### src/rtl/fetch_unit_pkg.sv
// Shared fetch/PC-select definitions: FSM state encoding and opcode constants.
package fetch_unit_pkg;

   typedef enum logic [1:0] {
      ST_BOOT  = 2'd0,
      ST_FETCH = 2'd1,
      ST_HOLD  = 2'd2,
      ST_HALT  = 2'd3
   } fu_state_e;

   // Opcodes decoded from instr[15:12]
   localparam logic [3:0] OP_B   = 4'hC;
   localparam logic [3:0] OP_BR  = 4'hD;
   localparam logic [3:0] OP_PCS = 4'hE;
   localparam logic [3:0] OP_HLT = 4'hF;

   localparam logic [15:0] PC_STEP = 16'd2;

endpackage

### src/rtl/fetch_unit_add_16b.sv
// Existing 16-bit adder, reused here as the pc+2 incrementer (wraps mod 2^16).
module add_16b (
   input  logic [15:0] a,
   input  logic [15:0] b,
   output logic [15:0] sum
);

   assign sum = a + b;

endmodule

### src/rtl/fetch_unit.sv
// Instruction fetch stage: drives instruction memory, fills IF/ID, absorbs one
// stalled ack in a skid entry, halts on HLT_OP and restarts on redirect.
module fetch_unit
   import fetch_unit_pkg::*;
#(
   parameter logic [15:0] RESET_PC = 16'h0000,
   parameter logic [3:0]  HLT_OP   = OP_HLT
) (
   input  logic        clk,
   input  logic        rst_n,
   input  logic        stall,
   input  logic        redirect,
   input  logic [15:0] redirect_pc,
   output logic        imem_req,
   output logic [15:0] imem_addr,
   input  logic        imem_ack,
   input  logic [15:0] imem_rdata,
   output logic        ifid_valid,
   output logic [15:0] ifid_instr,
   output logic [15:0] ifid_pc,
   output logic        halted
);

   fu_state_e   state_q, state_d;
   logic [15:0] pc_q, pc_d;
   logic        ifid_valid_q, ifid_valid_d;
   logic [15:0] ifid_instr_q, ifid_instr_d;
   logic [15:0] ifid_pc_q, ifid_pc_d;
   logic [15:0] skid_q, skid_d;
   logic [15:0] pc_inc;
   logic        take;
   logic [15:0] take_word;

   add_16b u_pc_inc (
      .a   (pc_q),
      .b   (PC_STEP),
      .sum (pc_inc)
   );

   always_comb begin
      state_d      = state_q;
      pc_d         = pc_q;
      ifid_valid_d = ifid_valid_q;
      ifid_instr_d = ifid_instr_q;
      ifid_pc_d    = ifid_pc_q;
      skid_d       = skid_q;
      take         = 1'b0;
      take_word    = imem_rdata;

      if (state_q != ST_BOOT && redirect) begin
         // Flush: drop skid and any same-cycle ack, restart at the aligned target
         pc_d         = redirect_pc & 16'hFFFE;
         ifid_valid_d = 1'b0;
         skid_d       = '0;
         state_d      = ST_FETCH;
      end else begin
         unique case (state_q)
            ST_BOOT: state_d = ST_FETCH;
            ST_FETCH: begin
               if (imem_ack) begin
                  if (stall) begin
                     skid_d  = imem_rdata;
                     state_d = ST_HOLD;
                  end else begin
                     take = 1'b1;
                  end
               end else if (!stall) begin
                  ifid_valid_d = 1'b0;
               end
            end
            ST_HOLD: begin
               if (!stall) begin
                  take      = 1'b1;
                  take_word = skid_q;
                  skid_d    = '0;
               end
            end
            ST_HALT: begin
               if (!stall) ifid_valid_d = 1'b0;
            end
            default: state_d = ST_BOOT;
         endcase

         if (take) begin
            ifid_valid_d = 1'b1;
            ifid_instr_d = take_word;
            ifid_pc_d    = pc_q;
            if (take_word[15:12] == HLT_OP) begin
               state_d = ST_HALT;
            end else begin
               pc_d    = pc_inc;
               state_d = ST_FETCH;
            end
         end
      end
   end

   always_ff @(posedge clk or negedge rst_n) begin
      if (!rst_n) begin
         state_q      <= ST_BOOT;
         pc_q         <= RESET_PC & 16'hFFFE;
         ifid_valid_q <= 1'b0;
         ifid_instr_q <= '0;
         ifid_pc_q    <= '0;
         skid_q       <= '0;
      end else begin
         state_q      <= state_d;
         pc_q         <= pc_d;
         ifid_valid_q <= ifid_valid_d;
         ifid_instr_q <= ifid_instr_d;
         ifid_pc_q    <= ifid_pc_d;
         skid_q       <= skid_d;
      end
   end

   assign imem_req   = (state_q == ST_FETCH);
   assign imem_addr  = pc_q;
   assign ifid_valid = ifid_valid_q;
   assign ifid_instr = ifid_instr_q;
   assign ifid_pc    = ifid_pc_q;
   assign halted     = (state_q == ST_HALT);

endmodule

### config.mk
export PLATFORM = sky130hd
export DESIGN_NAME = fetch_unit
export DESIGN_NICKNAME = d
export VERILOG_FILES = /design/src/rtl/fetch_unit_pkg.sv /design/src/rtl/fetch_unit_add_16b.sv /design/src/rtl/fetch_unit.sv
export SDC_FILE = /design/constraint.sdc
export NUM_CORES = 1
export LEC_CHECK = 0
export ABC_AREA = 0
export CAP_MARGIN = 25
export CORE_ASPECT_RATIO = 1.2
export CORE_UTILIZATION = 35
export CTS_BUF_LIST = sky130_fd_sc_hd__clkbuf_4
export CTS_CLUSTER_SIZE = 24
export DETAILED_ROUTE_END_ITERATION = 8
export PLACE_DENSITY = 0.68
export SYNTH_ARGS = -nofsm -noshare
export SYNTH_HDL_FRONTEND = slang
export SYNTH_SLANG_ARGS = --single-unit
### constraint.sdc
create_clock -name clk -period 2.9 [get_ports clk]
set_input_delay 0.435 -clock clk [delete_from_list [all_inputs] [get_ports clk]]
set_output_delay 0.435 -clock clk [all_outputs]
set_load 0.05 [all_outputs]
## Yosys cells after proc, flatten, opt, wreduce, memory -nomap -nowiden

Cells that the tools add are included.

| cells by class | value |
|---|---|
| reductions and logical operators | 12 |
| div/mod/pow operators | 0 |
| multipliers | 0 |
| mux-type cells | 25 |
| order comparisons | 0 |
| add/sub/neg operators | 1 |
| bitwise operators | 1 |
| eq/ne operators | 10 |
| shift-type cells | 0 |

Operators by type and width:

| kind | number |
|---|---|
| 16-bit 2-to-1 mux | 9 |
| 16-bit one-hot mux with 2 select lines | 1 |
| 16-bit by 2-bit adder with 16-bit output (second input constant) | 1 |
| 2-bit 2-to-1 mux | 5 |
| 4-bit by 2-bit != test with 1-bit output (second input constant) | 2 |
| 4-bit nonzero test | 2 |
| 1-bit 2-to-1 mux | 7 |
| 2-bit AND reduction | 3 |
| 3-bit AND reduction | 2 |
| 2-bit equality test (second input constant) | 2 |
| 4-bit equality test (second input constant) | 1 |
| 4-bit by 1-bit != test with 1-bit output (second input constant) | 1 |
| 1-bit one-hot mux with 2 select lines | 2 |
| 2-bit one-hot mux with 2 select lines | 1 |
| 2-bit nonzero test | 2 |
| 3-bit by 1-bit != test with 1-bit output (second input constant) | 1 |
| 3-bit != test (second input constant) | 1 |
| 3-bit nonzero test | 1 |
| 2-bit by 1-bit equality test with 1-bit output (second input constant) | 1 |
| 2-bit logical NOT | 1 |
| 2-bit != test (second input constant) | 1 |
| 1-bit logical AND | 1 |
| 1-bit NOT | 1 |

| word-level totals | value |
|---|---|
| memory bits (writable) | 0 |
| register bits after elaboration | 67 |
| logic and storage cells | 55 |
| output and inout bits | 51 |
| memories | 0 |
| memory bits (read-only) | 0 |
| bits in latches | 0 |

## Longest topological paths before layout

| logic depth | value |
|---|---|
| depth in word-level cells | 7 |
| depth in mapped cells | 9 |
| mapped depth without buffers | 6 |

## By module

A second synthesis with hierarchy kept.

| unflattened totals | value |
|---|---|
| cell total of the unflattened synthesis | 370 |
| area total of the unflattened synthesis | 3758.6 um^2 |

Modules (own cells, without submodules):

| module | cells an instance | area an instance (um^2) | instances | sequential area each (um^2) |
|---|---|---|---|---|
| fetch_unit | 272 | 3034.2 | 1 | 1676.6 |
| add_16b | 98 | 724.4 | 1 | 0.0 |

## Least setup slack after synthesis

OpenSTA, ideal clock, no wires.

| path | value |
|---|---|
| kind | register -> register |
| from | register state_q[1] |
| to | register pc_q[15], in the netlist imem_addr[15] |
| data required time | 2.818 ns |
| slack | 0.415 ns |
| setup time | 0.082 ns |
| arrival time | 2.403 ns |
| cell stages (with the launch flop) | 7 |
| path through | dfrtp_1 -> inv_1 -> ha_1 -> a21oi_2 -> or4_4 -> or4_1 -> a31oi_1 |

| on the way | value |
|---|---|
| elaborated cells between the ends (all ways) | 13 |
| classes of those cells | 4 x eq/ne; 5 x mux; 4 x reduce/logical |

RTL lines:

| what | RTL line | text |
|---|---|---|
| start: declaration | fetch_unit.sv:24 | `fu_state_e state_q, state_d;` |
| start signal: assignment | fetch_unit.sv:107 | `state_q <= state_d;` |
| 2-bit by 1-bit equality test with 1-bit output | - |  |
| net imem_req | fetch_unit.sv:14 | `output logic imem_req,` |
| 1-bit one-hot mux with 2 select lines | fetch_unit.sv:57 | `unique case (state_q)` |
| 1-bit 2-to-1 mux | fetch_unit.sv:50 | `if (state_q != ST_BOOT && redirect) begin` |
| 2-bit nonzero test (no source line) | - |  |
| 2-bit AND reduction (no source line) | - |  |
| end signal: assignment | fetch_unit.sv:101 | `pc_q <= RESET_PC & 16'hFFFE;` |
| end signal: assignment | fetch_unit.sv:108 | `pc_q <= pc_d;` |
| end: declaration | fetch_unit.sv:25 | `logic [15:0] pc_q, pc_d;` |

The timed path passes the listed nets, and every way through them passes these cells. The select of a mux whose other input is x is not followed.
A chain may end at the register's enable or synchronous reset.

## Final worst setup path

| path | value |
|---|---|
| from | register state_q[1] |
| to | output imem_req |

| on the way | value |
|---|---|
| cells in the longest elaborated chain, start to end | 1 |

RTL lines:

| what | RTL line | text |
|---|---|---|
| 2-bit by 1-bit equality test with 1-bit output | fetch_unit.sv:116 | `assign imem_req = (state_q == ST_FETCH);` |
| end: declaration | fetch_unit.sv:14 |  |

No other way between the ends.

==> impl_metrics.env <==
export IMPL_final_period_utilization=0.856
export IMPL_viasPerCell=5.28
export IMPL_ir_drop_uv=511
export IMPL_port_buffers=84
export IMPL_critPathArrivalTime_ns=2.05
export IMPL_hpwlAfterDp_um=5410
export IMPL_start_kind="register"
export IMPL_critPathRequiredTime_ns=2.47
export IMPL_grt_max_degree=33
export IMPL_final_hold_viol_count=0
export IMPL_initial_core_util=0.364
export IMPL_syn_instance_count=286
export IMPL_holdWs_ns=0.429
export IMPL_finalNetCount=416
export IMPL_critical_path_startpoint="state_q[1]"
export IMPL_drtIter0Drc=81
export IMPL_synth_top_family_by_area="compound AO/OA/AOI/OAI gates"
export IMPL_p_per_area_mw_per_mm2=1220
export IMPL_num_fill_cells=823
export IMPL_postCtsSetupBuffers=0
export IMPL_synth_area_leaders="dfrtp_1, mux2i_1, mux2_2, a22o_1, nor2_1"
export IMPL_first_global_vias=2591
export IMPL_maxCapViolCount=0
export IMPL_grt_busiest_layer="met2"
export IMPL_design_core_area_mm2=0.00866
export IMPL_p_sw_frac=0.473
export IMPL_grt_usage=0.175
export IMPL_post_route_drc_count=0
export IMPL_status="completed"
export IMPL_synthAdderAreaFrac=0.0238
export IMPL_ys_types=41
export IMPL_die_area_mm2=0.00939
export IMPL_areaGrowthSynthToFinish_pct=37.2
export IMPL_synth_compound_area_frac=0.156
export IMPL_worst_setup_path_type="register to primary output"
export IMPL_drt_total_wl_um=7840
export IMPL_wl_per_cell_um=15.8
export IMPL_clockBufferDepth=2
export IMPL_grt_remaining_overflow=0
export IMPL_synth_top_area_cell="dfrtp_1"
export IMPL_final_antenna_net_count=0
export IMPL_vias=2615
export IMPL_yosysWarnings=0
export IMPL_grt_pass1_wl_um=12600
export IMPL_clock_latency_ns=0.41
export IMPL_cts_sinks=65
export IMPL_finClkSkew_ns=0.0154
export IMPL_power_frac_comb=0.548
export IMPL_io_pins=88
export IMPL_rsz0062_at_grt="false"
export IMPL_grt_use_met2=0.284
export IMPL_cts_tree="built"
export IMPL_slew_limit_headroom=0.618
export IMPL_antenna_found_initial=0
export IMPL_dr_pass1_iters=6
export IMPL_die_w_um=88.6
export IMPL_yosys_area_share_simple=0.154
export IMPL_synth_xor_area_frac=0
export IMPL_timing_final_max_slew_violations=0
export IMPL_std_cell_rows=37
export IMPL_finalSetupViolCount=0
export IMPL_grt_use_met1=0.225
export IMPL_endpoint_kind="primary output"
export IMPL_r2r_start="state_q[0]"
export IMPL_synthMuxAreaShare=0.114
export IMPL_ys_seq_area_frac=0.516
export IMPL_leakagePower_nw=1.85
export IMPL_cts_buffers_inserted=9
export IMPL_p_clk_frac=0.146
export IMPL_globalplace_congestion=0.778
export IMPL_htreeDepth=3
export IMPL_syn_cell_area_mm2=0.00315
export IMPL_crit_fanout=4
export IMPL_hold_path_class="input port to asynchronous set/reset pin"
export IMPL_root_buffer="clkbuf_4"
export IMPL_seqPwrFrac=0.306
export IMPL_syn_avg_cell_area_um2=11.0
export IMPL_antenna_cells=0
export IMPL_die_h_um=106
export IMPL_gr_usage_met3=0.0318
export IMPL_fmaxAchievable_mhz=403
export IMPL_period_needed_ns=2.48
export IMPL_p_sw_mw=2.50
export IMPL_final_setup_tns_ns=0
export IMPL_drive_gt1_frac=0.140
export IMPL_p_int_mw=2.78
export IMPL_worst_pin_slew_ns=0.570
export IMPL_synth_top_area_frac=0.516
export IMPL_synth_seq_cells=65
export IMPL_clkTransAtPathRegs_ns=0.12
[synth_stat cells]
cell,n
a21oi_1,20
nand2_1,8
o22ai_1,1
conb_1,1
nand2b_4,1
nor2b_1,2
nand4_1,4
o31ai_1,10
a21oi_2,1
mux2_2,16
nand4b_4,1
a31oi_1,13
buf_4,3
o21ai_0,7
ha_1,6
nor3_1,1
dfrtp_1,65
nand3b_1,1
buf_2,4
a22o_1,16
a221o_1,1
or3_1,3
nand4_4,1
nor3_2,1
inv_1,5
or3b_2,1
a41oi_1,1
nand3_1,7
nor4_1,1
nand2b_1,3
or4b_1,1
mux2i_1,18
o211ai_1,1
a211o_1,2
or2_2,1
clkbuf_1,12
buf_1,1
or4_1,12
nor4b_1,1
or4_4,2
nor2_1,30
[per-layer routing]
layer,routed length (µm),up-vias
met5,0,-
met4,147,0
met3,460,14
met2,3640,82
met1,3580,1278
li1,-,1241
[critical path: stages (launching register included)]
cell             delay (ns)
dfrtp_1                0.44
inv_1                  0.14
ha_1                   0.24
clkdlybuf4s50_1        0.83
[area by class of cell]
class / count / area [µm²] / share of cell area
flip-flops and latches: 65 / 1630 / 0.376
multi-input cells: 197 / 1430 / 0.330
repair buffers: 95 / 925 / 0.214
well taps: 117 / 146 / 0.0338
clock inverters: 6 / 106 / 0.0246
clock buffers: 10 / 75.1 / 0.0174
inverters: 5 / 18.8 / 0.00434
[what timing repair did]
item | CTS | global route
gates resized for setup | 0 | 0
hold buffers | 1 | 0
endpoints found under the hold margin | 11 | 0
[through the flow]
stage	power, mW	instances	setup slack [ns]	cell area [µm²]	utilization
after floorplan	3.55	287	0.415	3160	-
after global placement	4.47	477	0.161	4120	0.476
after detailed placement	4.53	477	0.100	4120	0.476
after CTS	5.32	494	0.396	4320	0.498
after global routing	5.57	495	0.333	4330	0.500
final	5.28	495	0.417	4330	0.500
[final timing paths]
kind | endpoint | slack (ns) | cells after the start
setup / recovery | imem_req | 0.42 | 3
hold / removal | skid_q[4] | 0.43 | 2
setup reg to reg | imem_addr[14] | 0.52 | 6
hold reg to reg | skid_q[0] | 0.51 | 1
max in group asynchronous | skid_q[12] | 1.73 | 3
min in group clk | skid_q[0] | 0.51 | 1
[flip-flops by register name, indices dropped and copies added (netlist names)]
signal,count
ifid_instr,16
ifid_valid,1
skid_q,16
ifid_pc,15
imem_addr,15
state_q,2
[power by group through the flow]
| stage | clock network, mW | logic (mW) | registers (mW) |
|---|---|---|---|
| 2_1_floorplan | 0 | 0.959 | 2.59 |
| 3_5_place_dp | 0 | 2.90 | 1.64 |
| 3_3_place_gp | 0 | 2.86 | 1.62 |
| 5_1_grt | 0.826 | 3.07 | 1.67 |
| 6_report | 0.773 | 2.89 | 1.62 |
| 4_1_cts | 0.790 | 2.91 | 1.62 |
[kinds of logic after synthesis]
group / after synthesis
mux: 34
flops: 65
buf+inv: 25
other cells: 1
fa+ha+maj: 6
compound gates: 73
simple gates: 82
[cell usage in the layout, fill, tap and decap left out, drive strengths merged, types with 3 or more instances in the layout]
cell and instances:
o31ai 10, mux2i 18, a21oi 21, nand3 7
o21ai 7, bufinv 3, clkbuf 10, inv 5
a31oi 13, ha 6, buf 11, nand2b 4
or3 3, a22o 16, nand2 8, or4 14
clkdlybuf4s50 83, mux2 16, nand4 5, nor2 30
dfrtp 65
(Power assumes the default switching activity.)
